File: config.mk
export PLATFORM = sky130hd
export DESIGN_NAME = tube_display_ctrl
export DESIGN_NICKNAME = d
export VERILOG_FILES = /design/src/rtl/tube_pkg.sv /design/src/rtl/tube_scan_tick.sv /design/src/rtl/tube_display_ctrl.sv
export SDC_FILE = /design/constraint.sdc
export NUM_CORES = 1
export LEC_CHECK = 0
export ABC_AREA = 1
export BUFFER_PORTS_ARGS = -buffer_cell sky130_fd_sc_hd__buf_2
export CAP_MARGIN = 25
export CORE_ASPECT_RATIO = 0.8
export CORE_MARGIN = 1.5
export CORE_UTILIZATION = 60
export CTS_CLUSTER_SIZE = 20
export DETAILED_ROUTE_END_ITERATION = 6
export PLACE_DENSITY = 0.89
export SLEW_MARGIN = 20
export SYNTH_ARGS = -nofsm -noshare
export SYNTH_HDL_FRONTEND = slang
export SYNTH_SLANG_ARGS = --single-unit
File: constraint.sdc
create_clock -name clk -period 3 [get_ports clk]
set_clock_uncertainty 0.1 [all_clocks]
set_input_delay 0.3 -clock clk [delete_from_list [all_inputs] [get_ports clk]]
set_output_delay 0.3 -clock clk [all_outputs]
set_load 0.01 [all_outputs]
File: src/rtl/tube_pkg.sv
/*----------------------------------------------------------------------
 * tube_pkg: shared types and constants for the tube display controller
 * Revision: 1.0
 *--------------------------------------------------------------------*/
`default_nettype none

package tube_pkg;

  typedef enum logic [1:0] {
    ST_IDLE = 2'd0,
    ST_CONV = 2'd1,
    ST_DONE = 2'd2
  } state_t;

  localparam logic [3:0] BLANK_CODE = 4'hF;
  localparam int         MAX_DISP   = 9999;
  localparam int         DEF_BIN_W  = 14;

  // Double-dabble correction: add 3 to every BCD nibble that is 5 or more
  function automatic logic [15:0] dd_adjust(input logic [15:0] bcd);
    logic [15:0] res;
    res = bcd;
    for (int i = 0; i < 4; i++) begin
      if (bcd[i*4 +: 4] >= 4'd5) res[i*4 +: 4] = bcd[i*4 +: 4] + 4'd3;
    end
    return res;
  endfunction

endpackage

`default_nettype wire

File: src/rtl/tube_scan_tick.sv
/*----------------------------------------------------------------------
 * tube_scan_tick: prescaler producing the digit driver's scan-enable pulse
 * Revision: 1.0
 *--------------------------------------------------------------------*/
`default_nettype none

module tube_scan_tick #(
  parameter int CLK_DIV = 50000
) (
  input  logic clk,
  input  logic rstn,
  input  logic disp_on,
  output logic en
);

  localparam int c_CNT_W = (CLK_DIV > 2) ? $clog2(CLK_DIV) : 1;
  localparam logic [c_CNT_W-1:0] c_LAST = c_CNT_W'(CLK_DIV - 1);

  logic [c_CNT_W-1:0] r_cnt;
  logic               r_en;

  always_ff @(posedge clk or negedge rstn) begin
    if (!rstn) begin
      r_cnt <= '0;
      r_en  <= 1'b0;
    end else if (!disp_on) begin
      r_cnt <= '0;
      r_en  <= 1'b0;
    end else begin
      r_en  <= (r_cnt == c_LAST);
      r_cnt <= (r_cnt == c_LAST) ? '0 : r_cnt + c_CNT_W'(1);
    end
  end

  assign en = r_en;

endmodule

`default_nettype wire

File: src/rtl/tube_display_ctrl.sv
/*----------------------------------------------------------------------
 * tube_display_ctrl: binary-to-BCD front end with blanking and scan tick
 * Revision: 1.0
 *--------------------------------------------------------------------*/
`default_nettype none

module tube_display_ctrl
  import tube_pkg::*;
#(
  parameter int BIN_W   = DEF_BIN_W,
  parameter int CLK_DIV = 50000
) (
  input  logic             clk,
  input  logic             rstn,
  input  logic             disp_on,
  input  logic             val_valid,
  input  logic [BIN_W-1:0] val_data,
  input  logic             val_blank,
  output logic             val_ready,
  output logic             busy,
  output logic             ovf,
  output logic             en,
  output logic [3:0]       single_digit,
  output logic [3:0]       ten_digit,
  output logic [3:0]       hundred_digit,
  output logic [3:0]       kilo_digit
);

  localparam int c_CNT_W = $clog2(BIN_W + 1);
  localparam logic [c_CNT_W-1:0] c_LAST_ITER = c_CNT_W'(BIN_W - 1);

  state_t             r_state;
  logic [BIN_W-1:0]   r_bin;
  logic [15:0]        r_bcd;
  logic [c_CNT_W-1:0] r_iter;
  logic               r_blank;
  logic               r_ovf_pend;
  logic               r_ovf;
  logic [3:0]         r_kilo, r_hund, r_ten, r_unit;

  logic                w_sat;
  logic [BIN_W-1:0]    w_load;
  logic [15:0]         w_adj;
  logic [BIN_W+15:0]   w_shift;
  logic                w_bk_kilo, w_bk_hund, w_bk_ten;

  assign w_sat   = (32'(val_data) > 32'(MAX_DISP));
  assign w_load  = w_sat ? BIN_W'(MAX_DISP) : val_data;
  assign w_adj   = dd_adjust(r_bcd);
  assign w_shift = {w_adj, r_bin} << 1;

  // Leading-zero blanking cascades from the thousands digit down to tens
  assign w_bk_kilo = r_blank && (r_bcd[15:12] == 4'd0);
  assign w_bk_hund = w_bk_kilo && (r_bcd[11:8] == 4'd0);
  assign w_bk_ten  = w_bk_hund && (r_bcd[7:4] == 4'd0);

  always_ff @(posedge clk or negedge rstn) begin
    if (!rstn) begin
      r_state    <= ST_IDLE;
      r_bin      <= '0;
      r_bcd      <= '0;
      r_iter     <= '0;
      r_blank    <= 1'b0;
      r_ovf_pend <= 1'b0;
      r_ovf      <= 1'b0;
      r_kilo     <= 4'h0;
      r_hund     <= 4'h0;
      r_ten      <= 4'h0;
      r_unit     <= 4'h0;
    end else begin
      case (r_state)
        ST_IDLE: begin
          if (val_valid) begin
            r_bin      <= w_load;
            r_ovf_pend <= w_sat;
            r_blank    <= val_blank;
            r_bcd      <= '0;
            r_iter     <= '0;
            r_state    <= ST_CONV;
          end
        end
        ST_CONV: begin
          {r_bcd, r_bin} <= w_shift;
          r_iter         <= r_iter + c_CNT_W'(1);
          if (r_iter == c_LAST_ITER) r_state <= ST_DONE;
        end
        ST_DONE: begin
          r_kilo  <= w_bk_kilo ? BLANK_CODE : r_bcd[15:12];
          r_hund  <= w_bk_hund ? BLANK_CODE : r_bcd[11:8];
          r_ten   <= w_bk_ten  ? BLANK_CODE : r_bcd[7:4];
          r_unit  <= r_bcd[3:0];
          r_ovf   <= r_ovf_pend;
          r_state <= ST_IDLE;
        end
        default: r_state <= ST_IDLE;
      endcase
    end
  end

  assign val_ready     = (r_state == ST_IDLE);
  assign busy          = (r_state != ST_IDLE);
  assign ovf           = r_ovf;
  assign kilo_digit    = r_kilo;
  assign hundred_digit = r_hund;
  assign ten_digit     = r_ten;
  assign single_digit  = r_unit;

  tube_scan_tick #(
    .CLK_DIV(CLK_DIV)
  ) u_scan_tick (
    .clk    (clk),
    .rstn   (rstn),
    .disp_on(disp_on),
    .en     (en)
  );

endmodule

`default_nettype wire

After elaboration in Yosys (flattened, before gate mapping)
Cells that the tools add are included.

storage, ports and cells
  flip-flop bits (word level) = 72
  bits in latches = 0
  memory bits (writable) = 0
  memory bits (read-only) = 0
  input bits = 19
  output and inout bits = 20
  logic and storage cells = 62
  memories kept = 0

cells by class
  add/subtract/negate cells = 6
  multipliers = 0
  div/mod/pow operators = 0
  $lt $le $gt $ge = 5
  eq/ne operators = 6
  shifts and indexed selects = 0
  mux-type cells = 20
  bitwise operators = 0
  reduce and logical (&&, ||, !) cells = 12

operator list
  cell                   count
  $mux 16                3
  $pmux 16 s2            1
  $mux 14                2
  $mux 4                 7
  $pmux 14 s2            1
  $add 16x1->16 const B  1
  $eq 16x16->1 const B   1
  $ge 4x3->1 const B     4
  $gt 14x14->1 const B   1
  $add 4x2->4 const B    3
  $logic_not 4->1        3
  $pmux 4 s2             1
  $reduce_and 2->1       3
  $add 4x1->4 const B    1
  $eq 4x4->1 const B     1
  $mux 2                 2
  $ne 2x2->1 const B     2
  $pmux 2 s2             1
  $reduce_bool 2->1      2
  $add 3x2->3 const B    1
  $logic_and 1x1->1      3
  $mux 3                 1
  $eq 2x1->1 const B     1
  $eq 2x2->1 const B     1
  other kinds (2)        2

Depth between registers and ports, before layout
Gate-level depths: netlist of the first run.

  word-level depth = 5
  depth in mapped cells = 9
  mapped depth without buffers = 9

Cells and area by module
A second synthesis of the first run with hierarchy kept.

second synthesis, totals
  cells, all modules = 458
  area, all modules = 3,653.5 um^2

by module, submodules not included
  module             instances  cells each  area each (um^2)  seq. area each (um^2)
  tube_display_ctrl  1          336         2,723.9           1,376.3
  tube_scan_tick     1          122         929.6             425.4

Worst setup path after synthesis of the first run
Ideal clock, no wire load.

  path kind = register to register
  from = register r_bcd[8]
  to = register r_bcd[9]
  setup time = 129 ps
  arrival time = 1,190 ps
  data required time = 2,771 ps
  slack = 1,581 ps
  stages on the path, launching flop included = 9
  buffers on the path = 0
  period minus slack after synthesis = 1,419 ps
  path through = dfrtp_1 inv_1 ha_1 inv_1 nor2_1 o21ai_0 nand2_1 nand3_1 o21ai_0

between the ends
  word-level cells in the longest chain between the ends = 3
  elaborated cells on any way between the ends = 4
  classes of those cells = add/sub (1); order compare (1); mux (2)

RTL lines
  item                                       RTL line                 text
  start, declared                            tube_display_ctrl.sv:34  logic [15:0] r_bcd;
  start signal, assigned                     tube_display_ctrl.sv:83  {r_bcd, r_bin} <= w_shift;
  $add 4x2->4 or $ge 4x3->1 (tied branches)  tube_pkg.sv:24           if (bcd[i*4 +: 4] >= 4'd5) res[i*4 +: 4] = bcd[i*4 +: 4] + 4'd3;
  $mux 4 (*)                                 tube_pkg.sv:24
  $pmux 16 s2 (*)                            tube_display_ctrl.sv:71  case (r_state)

Every way passes the cells marked *; elsewhere a longest branch is shown, timed or not.
A chain may end at the register's enable or synchronous reset.

Worst setup path after layout of the first run
  from = register r_state[0]
  to = register r_bin[5]

between the ends
  word-level cells in the longest chain between the ends = 3
  elaborated cells on any way between the ends = 6
  classes of those cells = eq/ne (2); mux (1); reduce/logical (3)

RTL lines
  item                                                              RTL line                 text
  start, declared                                                   tube_display_ctrl.sv:32  state_t r_state;
  start signal, assigned                                            tube_display_ctrl.sv:59  r_state <= ST_IDLE;
  start signal, assigned                                            tube_display_ctrl.sv:79  r_state <= ST_CONV;
  start signal, assigned                                            tube_display_ctrl.sv:85  if (r_iter == c_LAST_ITER) r_state <= ST_DONE;
  $eq 2x1->1 or $logic_not 2->1 (tied branches)                     tube_display_ctrl.sv:71
  $reduce_bool 2->1 (no source line) or $ne 2x2->1 (tied branches)  -
  $reduce_and 2->1 (no source line)                                 -
  end signal, assigned                                              tube_display_ctrl.sv:74  r_bin <= w_load;
  end signal, assigned                                              tube_display_ctrl.sv:83
  end, declared                                                     tube_display_ctrl.sv:33  logic [BIN_W-1:0] r_bin;

Parallel ways exist; a longest one is shown, timed or not.

==> impl_results.rst, run 1 <==
.. list-table::
   :header-rows: 1

   * - Metric
     - Value
   * - Maxcap violations
     - 0
   * - Final Hold Vio Count
     - 0
   * - Number of antenna violations at the first check in global routing
     - 0
   * - Post-route DRC violation count
     - 0
   * - Synth Net Count
     - 500
   * - Synth Warn #
     - 0
   * - Sequential cell area fraction in the yosys report
     - 0.484
   * - Hold-fix buffers at CTS
     - 0
   * - LEAKAGE
     - 2.10 nW
   * - Post-CTS Setup Bufs
     - 0
   * - HP Class
     - input pin to asynchronous set/reset pin
   * - Row Count
     - 25
   * - Count of final max-slew check failures
     - 0
   * - Power density over cell area
     - 935 nW/um^2
   * - Total number of clock tree sinks
     - 72
   * - Yosys reg bits
     - 72
   * - Average wire length per cell after detail routing
     - 13.0 um
   * - Number of cells traversed by the worst register-to-register path
     - 6
   * - TritonCTS buffer count
     - 9
   * - Clock tree buffer depth
     - 2
   * - Synth top area cells
     - sky130_fd_sc_hd__dfrtp_1, sky130_fd_sc_hd__nand2_1, sky130_fd_sc_hd__nor2_1, sky130_fd_sc_hd__ha_1, sky130_fd_sc_hd__inv_1
   * - Area of placed instances
     - 3970 sq um
   * - Number of synthesized flops with an enable pin
     - 0
   * - Most repeated cell in the gate-level netlist after synthesis
     - sky130_fd_sc_hd__nand2_1
   * - Number of nets in the layout
     - 540
   * - Most used routing layer in global routing
     - met2
   * - CTS Root Buffer Type
     - sky130_fd_sc_hd__clkbuf_8
   * - Post-Synthesis Cell Area
     - 3720 sq um
   * - Global-route met1 utilization
     - 0.336
   * - Y dimension of the die
     - 73.5 um
   * - Count of buffers inserted at the top-level ports
     - 38
   * - Vias after detailed routing
     - 3160
   * - Critical path startpoint category
     - flip-flop
   * - Run status
     - finished, final reports clean
   * - Post-Syn Instances
     - 467
   * - Net switching power figure
     - 0.00162 W
   * - Max transition margin
     - 0.409
   * - Worst-path fanout max
     - 21
   * - Main synth FF type
     - sky130_fd_sc_hd__dfrtp_1
   * - Met2 GRT Util
     - 0.400
   * - Min Clock Period, post-route
     - 1780 ps
   * - Final setup viols
     - 0
   * - Initial standard-cell utilization of the core
     - 0.627
   * - Gates resized, CTS repair
     - 0
   * - Register-to-Register Setup Slack
     - 1220 ps
   * - Count of antenna-violating nets left after detailed routing
     - 0
   * - Clock transition at path regs
     - 70 ps
   * - Library cell with the largest summed area after synthesis
     - sky130_fd_sc_hd__dfrtp_1
   * - Top cells by count, synth
     - sky130_fd_sc_hd__nand2_1, sky130_fd_sc_hd__nor2_1, sky130_fd_sc_hd__dfrtp_1, sky130_fd_sc_hd__inv_1, sky130_fd_sc_hd__nand3_1
   * - Crit share post-route
     - 0.592
   * - Worst R2R Start
     - r_state[0]
   * - Final GP Congestion
     - 0.937
   * - Kind of critical path
     - flip-flop to flip-flop
   * - Maximum number of pins on one net before global-route repair
     - 73
   * - Sequential fraction of design power
     - 0.408
   * - Number of levels the H-tree was split into
     - 3
   * - IO Pins
     - 39
   * - Required time at the worst-slack endpoint
     - 3130 ps
   * - Total Neg Setup Slack
     - 0 ps
   * - Drt first-iter violations
     - 298
   * - Clock insertion delay at the later pin of the skew report
     - 350 ps
   * - GR Overflow Total
     - 0
   * - TritonCTS clock tree
     - yes
   * - Full die area
     - 6690 sq um
   * - F_max
     - 563 MHz
   * - Number of vias per cell
     - 5.33
   * - Core Area
     - 5940 sq um
   * - Die Span X
     - 91.1 um
   * - Unrepaired setup endpoints after global routing
     - false
   * - DR pass1 iterations
     - 6
   * - Global-route wire length before repair
     - 13300 um
   * - Clk network pwr share
     - 0.170
   * - Via count of the first global-routing pass
     - 2990
   * - Post-route cell area
     - 4130 sq um
   * - Wirelength, routed
     - 7730 um
   * - Arrival time of data at the critical path endpoint
     - 1910 ps
   * - Total global routing track utilization
     - 0.253
   * - Ratio of cells with drive above 1 in the final layout
     - 0.131
   * - Mapped Avg Cell Area
     - 7.98 sq um
   * - IR drop worst, VDD
     - 0.472 mV
   * - Transition time at the pin with the least slew margin
     - 886 ps
   * - Share of the synthesized area in the top cell type
     - 0.484
   * - Proportion of power drawn by combinational gates
     - 0.422
   * - Net switching fraction of the power
     - 0.419
   * - Met3 usage in global routing
     - 0.0776
   * - Internal power of the cells
     - 0.00225 W
   * - HPWL after detailed placement
     - 5320 um
   * - Ys async rst share
     - 1.00
   * - Crit Reg-Reg Endpoint
     - r_bin[5]
   * - Count of distinct cell types in the synthesized netlist
     - 32
   * - Area added between synthesis and finish
     - 10.9%
   * - Critical path endpoint category
     - flip-flop
   * - Final antenna diode count
     - 0
[worst max path at each step]
stage	startpoint	end	slack, ps	cells after the start
detailed placement	r_state[0]	r_bin[5]	1260	6
global placement	r_state[0]	r_bin[7]	1360	6
finish	r_state[0]	r_bin[5]	1220	6
CTS	r_state[0]	r_bcd[9]	1250	6
floorplan	r_bcd[8]	r_bcd[9]	1580	8
global route	r_state[1]	r_bin[7]	1100	7
[state kept, by name, summed over array words and instances, names as in the netlist]
name and flops:
r_bin 14, ten_digit 4, u_scan_tick.en 1, r_blank 1, kilo_digit 4, r_iter 4
ovf 1, single_digit 4, r_ovf_pend 1, r_state 2, hundred_digit 4, u_scan_tick.r_cnt 16
r_bcd 16
[worst max-delay path, stage by stage, from the launching register on]
cell	delay, ps
sky130_fd_sc_hd__dfrtp_1	420
sky130_fd_sc_hd__nand2_2	240
sky130_fd_sc_hd__inv_2	170
sky130_fd_sc_hd__nor2_8	270
sky130_fd_sc_hd__inv_2	240
sky130_fd_sc_hd__nand3b_1	160
sky130_fd_sc_hd__nand2_1	60
[metrics by stage]
stage,util,power [W],worst slack (ps),instances,hold WS (ps)
after floorplan,-,0.00276,1580,467,-95.6
after global placement,0.667,0.00308,1360,577,353
after detailed placement,0.667,0.00319,1260,577,368
after CTS,0.695,0.00386,1250,593,76.6
after global routing,0.695,0.00418,1100,593,102
final,0.695,0.00386,1220,593,50.1
[layout make-up]
type | instances | area (sq um)
clock buffers | 12 | 135
clock inverters | 4 | 30.0
fillers | 466 | 1810
inverters | 50 | 190
multi-input cells | 333 | 1660
flip-flops and latches | 72 | 1800
well taps | 81 | 101
repair buffers | 41 | 213
[routing by layer]
metal  up-vias  wire length (um)
li1       1567                 -
met1      1483              3690
met2       101              3500
met3         9               474
met4         0                72
met5         -                 0
[placed cells by master, fill, tap and decap left out, types with 2 or more instances in the layout]
master	instances
sky130_fd_sc_hd__ha_1	14
sky130_fd_sc_hd__o21bai_1	2
sky130_fd_sc_hd__dfrtp_1	72
sky130_fd_sc_hd__buf_4	3
sky130_fd_sc_hd__inv_1	46
sky130_fd_sc_hd__a31oi_1	8
sky130_fd_sc_hd__nor3b_1	2
sky130_fd_sc_hd__nor3_1	2
sky130_fd_sc_hd__nand3_1	30
sky130_fd_sc_hd__o21ai_0	16
sky130_fd_sc_hd__nand2_1	130
sky130_fd_sc_hd__o22ai_2	3
sky130_fd_sc_hd__xor2_1	8
sky130_fd_sc_hd__nand2_2	2
sky130_fd_sc_hd__buf_2	38
sky130_fd_sc_hd__nor2_1	77
sky130_fd_sc_hd__nor2_2	3
sky130_fd_sc_hd__nand3b_1	4
sky130_fd_sc_hd__clkbuf_1	3
sky130_fd_sc_hd__nand4_1	2
sky130_fd_sc_hd__o22ai_1	4
sky130_fd_sc_hd__o32ai_1	2
sky130_fd_sc_hd__clkbuf_8	9
sky130_fd_sc_hd__o21ai_1	8
sky130_fd_sc_hd__a21oi_1	9
sky130_fd_sc_hd__a22oi_1	4
sky130_fd_sc_hd__inv_2	2
[kinds of logic after synthesis]
group / Yosys count / synth area share
buffers and inverters: 62 / 0.0709
and+or+nand+nor: 254 / 0.286
AOI/OAI and AO/OA: 57 / 0.0934
xor gates and xnor gates: 8 / 0.0188
DFF: 72 / 0.484
adders and majority gates: 14 / 0.0470
[power by group through the flow]
| stage | combinational [W] | clock [W] | sequential (W) |
|---|---|---|---|
| 2_1_floorplan | 0.00117 | 0 | 0.00159 |
| 6_report | 0.00163 | 0.000656 | 0.00158 |
| 3_5_place_dp | 0.00161 | 0 | 0.00158 |
| 4_1_cts | 0.00161 | 0.000670 | 0.00157 |
| 3_3_place_gp | 0.00152 | 0 | 0.00157 |
| 5_1_grt | 0.00185 | 0.000710 | 0.00162 |
Note: power is estimated with default switching activity, not from simulation.
==> run 2, diff against run 1 <==
ABC_AREA = 0   (was 1)
CORE_UTILIZATION = 58   (was 60)
PLACE_DENSITY = 0.87   (was 0.89)
clock period = 1.77 ns   (was 3 ns; I/O delays follow)
==> run 2 against run 1 <==
  * Via count is 13% lower
  * Wire length is 5.1% lower
  * Die area shrank 4.9%
  * Combinational power increased by 55%
  * Critical path depth shrank 2
  * Count of clock-buffer cells in the layout fell by 1
  * Final area increased by 0.12%
  * Sequential power grew 72%
  * Largest power group is now registers
  * Clock power up 98%
  * Critical endpoint is now u_scan_tick.r_cnt[15]
  * Fmax grew 3.9%
  * Core utilization is 4.9 points higher
==> impl_results.rst, run 2 <==
.. list-table::
   :header-rows: 1

   * - Metric
     - Value
   * - Run status
     - finished, final reports clean
   * - Final antenna diode count
     - 0 (unchanged)
   * - Maximum number of pins on one net before global-route repair
     - 73 (unchanged)
   * - TritonCTS clock tree
     - yes
   * - Wirelength, routed
     - 7340 um (-5.1%)
   * - Min Clock Period, post-route
     - 1710 ps (-67.1 ps)
   * - Area of placed instances
     - 3840 sq um (-3.1%)
   * - Number of synthesized flops with an enable pin
     - 0 (unchanged)
   * - Worst Hold Slack
     - 27.6 ps (-22.5 ps)
   * - Count of antenna-violating nets left after detailed routing
     - 0 (unchanged)
   * - Required time at the worst-slack endpoint
     - 1950 ps (-1180 ps)
   * - Met3 usage in global routing
     - 0.0714 (-0.00621)
   * - Slack of the critical path
     - 60.2 ps (-1160 ps)
   * - Global-route met1 utilization
     - 0.339 (+0.00314)
   * - Number of antenna violations at the first check in global routing
     - 0 (unchanged)
   * - IO Pins
     - 39 (unchanged)
   * - Worst slack, placed
     - -28.0 ps (-1290 ps)
   * - GR Overflow Total
     - 0 (unchanged)
   * - HPWL after detailed placement
     - 5130 um (-3.6%)
   * - CTS Root Buffer Type
     - sky130_fd_sc_hd__clkbuf_8
   * - Post-route DRC violation count
     - 0 (unchanged)
   * - Synth Net Count
     - 386 (-23%)
   * - Synth top area cells
     - sky130_fd_sc_hd__dfrtp_1, sky130_fd_sc_hd__nand2_1, sky130_fd_sc_hd__o21ai_0, sky130_fd_sc_hd__ha_1, sky130_fd_sc_hd__xnor2_1
   * - Worst-path fanout max
     - 4 (-81%)
   * - Top cells by count, synth
     - sky130_fd_sc_hd__dfrtp_1, sky130_fd_sc_hd__nand2_1, sky130_fd_sc_hd__o21ai_0, sky130_fd_sc_hd__nor2_1, sky130_fd_sc_hd__nand3_1
   * - Drt first-iter violations
     - 208 (-30%)
   * - Number of nets in the layout
     - 450 (-17%)
   * - Arrival time of data at the critical path endpoint
     - 1890 ps (-20 ps)
   * - Power density over cell area
     - 1580 nW/um^2 (+69%)
   * - End-of-flow core utilization
     - 0.744 (+0.0494)
   * - Kind of critical path
     - flip-flop to flip-flop
   * - Global-route wire length before repair
     - 12400 um (-6.6%)
   * - Final GP Congestion
     - 0.844 (-10%)
   * - Most repeated cell in the gate-level netlist after synthesis
     - sky130_fd_sc_hd__dfrtp_1
   * - Mapped Avg Cell Area
     - 9.68 sq um (+21%)
   * - Die Span X
     - 88.8 um (-2.5%)
   * - Most common library cell in the layout ignoring fill and taps
     - sky130_fd_sc_hd__dfrtp_1
   * - HP Class
     - input pin to flip-flop
   * - Average wire length per cell after detail routing
     - 14.7 um (+13%)
   * - Unrepaired setup endpoints after global routing
     - false
   * - Critical path endpoint category
     - flip-flop
   * - Ys async rst share
     - 1.00 (unchanged)
   * - Sequential cell area fraction in the yosys report
     - 0.527 (+0.0434)
   * - Largest registers
     - r_bcd: 16 flops, u_scan_tick.r_cnt: 16 flops, r_bin: 14 flops
   * - Library cell with the largest summed area after synthesis
     - sky130_fd_sc_hd__dfrtp_1
   * - Post-route cell area
     - 4140 sq um (+0.12%)
   * - TritonCTS buffer count
     - 9 (unchanged)
   * - F_max
     - 585 MHz (+3.9%)
   * - Number of vias per cell
     - 5.54 (+4.0%)
   * - Most used routing layer in global routing
     - met2
   * - Total Power
     - 0.00654 W (+69%)
   * - Share of the synthesized area in the top cell type
     - 0.527 (+0.0434)
   * - Initial standard-cell utilization of the core
     - 0.615 (-0.0114)
   * - Maxcap violations
     - 0 (unchanged)
   * - Row Count
     - 24 (-4.0%)
   * - Vias after detailed routing
     - 2759 (-13%)
   * - Crit share post-route
     - 0.966 (+0.374)
   * - Via count of the first global-routing pass
     - 2756 (-7.8%)
   * - Count of buffers inserted at the top-level ports
     - 38 (unchanged)
   * - Count of final max-slew check failures
     - 0 (unchanged)
   * - Transition time at the pin with the least slew margin
     - 632 ps (-254 ps)
   * - Post-Synthesis Cell Area
     - 3420 sq um (-8.2%)
   * - Main synth FF type
     - sky130_fd_sc_hd__dfrtp_1
   * - Ratio of cells with drive above 1 in the final layout
     - 0.231 (+0.100)
   * - DR pass1 iterations
     - 4 (-2)
   * - Final Hold Vio Count
     - 0 (unchanged)
   * - Post-Syn Instances
     - 353 (-24%)
   * - Area added between synthesis and finish
     - 21.0%
   * - Full die area
     - 6370 sq um (-4.9%)
   * - Yosys reg bits
     - 72 (unchanged)
   * - Y dimension of the die
     - 71.7 um (-2.5%)
   * - Core Area
     - 5560 sq um (-6.5%)
   * - Met2 GRT Util
     - 0.408 (+0.00858)
   * - IR drop worst, VDD
     - 0.804 mV (+70%)
   * - Synth Warn #
     - 0 (unchanged)
   * - Number of levels the H-tree was split into
     - 3 (unchanged)
   * - Clock insertion delay at the later pin of the skew report
     - 350 ps (about the same)
   * - Clock transition at path regs
     - 70 ps (about the same)
   * - Count of distinct cell types in the synthesized netlist
     - 38 (+19%)
   * - Commonest cells after routing, fill and taps aside
     - sky130_fd_sc_hd__dfrtp_1, sky130_fd_sc_hd__nand2_1, sky130_fd_sc_hd__buf_2, sky130_fd_sc_hd__nor2_1, sky130_fd_sc_hd__o21ai_0
   * - Max transition margin
     - 0.577 (+0.168)
   * - Critical path startpoint category
     - flip-flop
   * - Clock tree buffer depth
     - 2 (unchanged)
   * - Total global routing track utilization
     - 0.255 (+0.00284)
   * - Final setup viols
     - 0 (unchanged)
   * - Total number of clock tree sinks
     - 72 (unchanged)
   * - LEAKAGE
     - 1.91 nW (-9.3%)
-- run 2: worst paths after layout --
check / cells after the start / slack [ps] / end / from
worst max register to register: 4 / 60 / u_scan_tick.r_cnt[15] / u_scan_tick.r_cnt[7]
max in group asynchronous: 3 / 950 / u_scan_tick.r_cnt[10] / rstn
worst min register to register: 2 / 370 / kilo_digit[2] / kilo_digit[2]
min in group asynchronous: 3 / 300 / r_bcd[11] / rstn
worst max-delay path: 4 / 60 / u_scan_tick.r_cnt[15] / u_scan_tick.r_cnt[7]
worst min-delay path: 3 / 30 / r_bin[4] / val_data[4]
-- run 2: final cells by class --
type                    instances  area, sq um
repair buffers                 67          460
clock inverters                 3         42.5
clock buffers                  11          151
well taps                      78         97.6
inverters                      13         48.8
multi-input cells             254         1530
fillers                       394         1420
flip-flops and latches         72         1800
-- run 2: power breakdown --
part | leakage (nW) | total (W) | switching [W] | internal, W
sequential | 0.914 | 0.00272 | 0.000473 | 0.00225
combinational | 0.897 | 0.00252 | 0.00139 | 0.00113
clock | 0.0973 | 0.00130 | 0.000587 | 0.000710
total | 1.91 | 0.00654 | 0.00245 | 0.00409
-- run 2: repair_timing --
action / 4_1_cts / 5_1_grt
gates resized for setup: 2 / 12
pin swaps: 0 / 2
hold buffers: 6 / 0
setup buffers: 0 / 3
setup endpoints to repair: 2 / 8
endpoints found under the hold margin: 79 / 0
-- run 2: layer usage --
layer	up-vias	part of all wire
met5	-	0
met4	0	0.016
met3	13	0.047
met2	70	0.49
met1	1329	0.45
li1	1347	-
-- run 2: through the flow --
stage | TNS (ps) | cells
after floorplan | 0 | 353
after global placement | 0 | 475
after detailed placement | -28.0 | 475
after CTS | 0 | 495
after global routing | 0 | 498
final | 0 | 498
-- run 2: cells by family after synthesis --
kind of cell               after synthesis  synth area share
buffers and inverters                   27            0.0296
DFF                                     72             0.527
xor gates and xnor gates                17            0.0436
and+or+nand+nor                        146             0.206
AOI/OAI and AO/OA                       73             0.130
muxes                                    4            0.0124
adders and majority gates               14            0.0512
-- run 2: critical path, stage by stage, from the launching register on --
cell,delay (ps)
sky130_fd_sc_hd__dfrtp_1,390
sky130_fd_sc_hd__nand3_2,110
sky130_fd_sc_hd__or3_4,390
sky130_fd_sc_hd__or4_1,510
sky130_fd_sc_hd__a21oi_1,150
==> run 3, diff against run 2 <==
CORE_MARGIN = 10   (was 1.5)
==> run 3 against run 2 <==
  * Critical path depth rose by 2
  * Die area up 47%
  * Cell count increased by 0.60%
==> impl_results.rst, run 3 (synthesized netlist as in run 2, its figures left out) <==
.. list-table::
   :header-rows: 1

   * - Metric
     - Value
   * - Crit share post-route
     - 0.996 (+0.0300)
   * - Power density over cell area
     - 1620 nW/um^2 (+2.3%)
   * - Proportion of power drawn by combinational gates
     - 0.407 (+0.022)
   * - Maxcap violations
     - 0 (unchanged)
   * - LEAKAGE
     - 1.92 nW (+0.72%)
   * - Critical path endpoint category
     - flip-flop
   * - Clock insertion delay at the later pin of the skew report
     - 350 ps (about the same)
   * - Vias after detailed routing
     - 2933 (+6.3%)
   * - Worst slack, placed
     - -34.2 ps (-6.19 ps)
   * - Ratio of cells with drive above 1 in the final layout
     - 0.236 (+0.00545)
   * - Wirelength, routed
     - 8350 um (+14%)
   * - Net switching fraction of the power
     - 0.386 (+0.0114)
   * - Final antenna diode count
     - 0 (unchanged)
   * - Drt first-iter violations
     - 228 (+9.6%)
   * - Internal power of the cells
     - 0.00415 W (+1.4%)
   * - Slack of the critical path
     - 7.03 ps (-53.2 ps)
   * - Total global routing track utilization
     - 0.179 (-0.0762)
   * - Worst-path fanout max
     - 4 (unchanged)
   * - Kind of critical path
     - flip-flop to flip-flop
   * - Number of levels the H-tree was split into
     - 3 (unchanged)
   * - Area added between synthesis and finish
     - 22.1%
   * - Sequential fraction of design power
     - 0.405 (-0.011)
   * - Average wire length per cell after detail routing
     - 16.7 um (+13%)
   * - IR drop worst, VDD
     - 0.979 mV (+22%)
   * - Total Neg Setup Slack
     - 0 ps (unchanged)
   * - Net switching power figure
     - 0.00260 W (+6.4%)
   * - Clk network pwr share
     - 0.188 (-0.010)
   * - HP Class
     - input pin to flip-flop
   * - Hold Path Origin
     - val_data[4]
   * - Commonest cells after routing, fill and taps aside
     - sky130_fd_sc_hd__dfrtp_1, sky130_fd_sc_hd__nand2_1, sky130_fd_sc_hd__buf_2, sky130_fd_sc_hd__o21ai_0, sky130_fd_sc_hd__nor2_1
   * - Final GP Congestion
     - 0.852 (+1.0%)
   * - Maximum number of pins on one net before global-route repair
     - 73 (unchanged)
   * - Min Clock Period, post-route
     - 1760 ps (+53.2 ps)
   * - End-of-flow core utilization
     - 0.748 (+0.00317)
   * - Final setup viols
     - 0 (unchanged)
   * - Max transition margin
     - 0.746 (+0.169)
   * - Die Span X
     - 106 um (+19%)
   * - Total number of clock tree sinks
     - 72 (unchanged)
   * - Via count of the first global-routing pass
     - 2935 (+6.5%)
   * - Post-route cell area
     - 4180 sq um (+0.97%)
   * - Largest registers
     - r_bcd: 16 flops, u_scan_tick.r_cnt: 16 flops, r_bin: 14 flops
   * - Post-route DRC violation count
     - 0 (unchanged)
   * - Initial standard-cell utilization of the core
     - 0.612 (-0.00331)
   * - Number of vias per cell
     - 5.85 (+5.7%)
   * - Total Power
     - 0.00675 W (+3.3%)
   * - CP Buf/Inv Count
     - 1 (+1)
   * - Clock tree buffer depth
     - 2 (unchanged)
   * - Y dimension of the die
     - 88.7 um (+24%)
   * - TritonCTS buffer count
     - 9 (unchanged)
   * - Count of buffers inserted at the top-level ports
     - 38 (unchanged)
   * - Startpoint of the most critical setup path
     - r_bcd[5]
   * - Cell type of the slowest stage on the worst timing path
     - sky130_fd_sc_hd__dfrtp_1
   * - Clock transition at path regs
     - 80 ps (about the same)
   * - IO Pins
     - 39 (unchanged)
   * - HPWL after detailed placement
     - 5310 um (+3.6%)
   * - Cell family contributing the most delay on the critical path
     - flip-flops
   * - TritonCTS clock tree
     - yes
   * - Number of nets in the layout
     - 451 (+0.22%)
   * - Final Hold Vio Count
     - 0 (unchanged)
   * - Required time at the worst-slack endpoint
     - 1940 ps (about the same)
   * - F_max
     - 567 MHz (-3.0%)
   * - Full die area
     - 9380 sq um (+47%)
   * - Unrepaired setup endpoints after global routing
     - true
   * - Max stage delay on crit path
     - 430 ps (-80 ps)
   * - Core Area
     - 5590 sq um (+0.54%)
   * - Run status
     - finished, final reports clean
   * - Most common library cell in the layout ignoring fill and taps
     - sky130_fd_sc_hd__dfrtp_1
   * - Transition time at the pin with the least slew margin
     - 378 ps (-254 ps)
   * - Number of antenna violations at the first check in global routing
     - 0 (unchanged)
   * - DR pass1 iterations
     - 5 (+1)
   * - Arrival time of data at the critical path endpoint
     - 1930 ps (+40 ps)
   * - Worst R2R Start
     - r_bcd[5]
   * - GR Overflow Total
     - 0 (unchanged)
   * - Row Count
     - 24 (unchanged)
   * - List of cells traversed by the critical path
     - inv_1 > ha_2 > nand2b_1 > a21oi_2 > mux2_2 > o21ai_0
   * - CTS Root Buffer Type
     - sky130_fd_sc_hd__clkbuf_8
   * - Count of antenna-violating nets left after detailed routing
     - 0 (unchanged)
   * - Global-route wire length before repair
     - 13800 um (+12%)
   * - Area of placed instances
     - 3870 sq um (+0.65%)
   * - Count of final max-slew check failures
     - 0 (unchanged)
   * - Critical path startpoint category
     - flip-flop
run 3: worst reg2reg max path, cell delays in order (launching register included):
cell	delay, ps
sky130_fd_sc_hd__dfrtp_1	430
sky130_fd_sc_hd__inv_1	150
sky130_fd_sc_hd__ha_2	230
sky130_fd_sc_hd__nand2b_1	100
sky130_fd_sc_hd__a21oi_2	180
sky130_fd_sc_hd__mux2_2	360
sky130_fd_sc_hd__o21ai_0	150
run 3: routing by layer:
layer	global-route usage	up-vias	wire, um
li1	-	1360	-
met5	0	-	0
met4	0.0663	0	129
met2	0.297	112	4070
met1	0.225	1447	3640
met3	0.0450	14	511
run 3: what timing repair did:
action | CTS | global route
endpoints found under the hold margin | 79 | 0
resized for setup | 3 | 10
pin swaps | 0 | 3
endpoints found under the setup margin | 6 | 7
buffers inserted | 0 | 4
hold buffers | 6 | 0
run 3: final cells by class:
type / count / area, sq um
Inverter: 13 / 48.8
Sequential cell: 72 / 1800
Fill cell: 377 / 1410
Clock inverter: 6 / 60.1
Clock buffer: 10 / 128
Multi-Input combinational cell: 254 / 1550
Timing Repair Buffer: 68 / 493
Tap cell: 78 / 97.6
run 3: power by group through the flow:
stage / sequential (W) / clock, W / combinational (W)
finish: 0.00273 / 0.00127 / 0.00275
global route: 0.00280 / 0.00136 / 0.00309
CTS: 0.00270 / 0.00128 / 0.00261
detailed placement: 0.00272 / 0 / 0.00256
global placement: 0.00268 / 0 / 0.00241
floorplan: 0.00271 / 0 / 0.00160
run 3: path summary, 6_finish.rpt:
kind                            depth (start not counted)              endpoint  slack, ps
worst max register to register                          6              r_bcd[6]          7
max in group asynchronous                               3  u_scan_tick.r_cnt[6]        980
worst min-delay path                                    3              r_bin[4]         20
worst max-delay path                                    6              r_bcd[6]          7
worst min register to register                          2         kilo_digit[0]        370
min in group asynchronous                               3        u_scan_tick.en        260
run 3: stage by stage:
step / hold slack (ps) / instances
2_1_floorplan: -219 / 353
3_3_place_gp: 133 / 475
3_5_place_dp: 136 / 475
4_1_cts: 17.5 / 497
5_1_grt: 27.2 / 501
6_report: 21.3 / 501
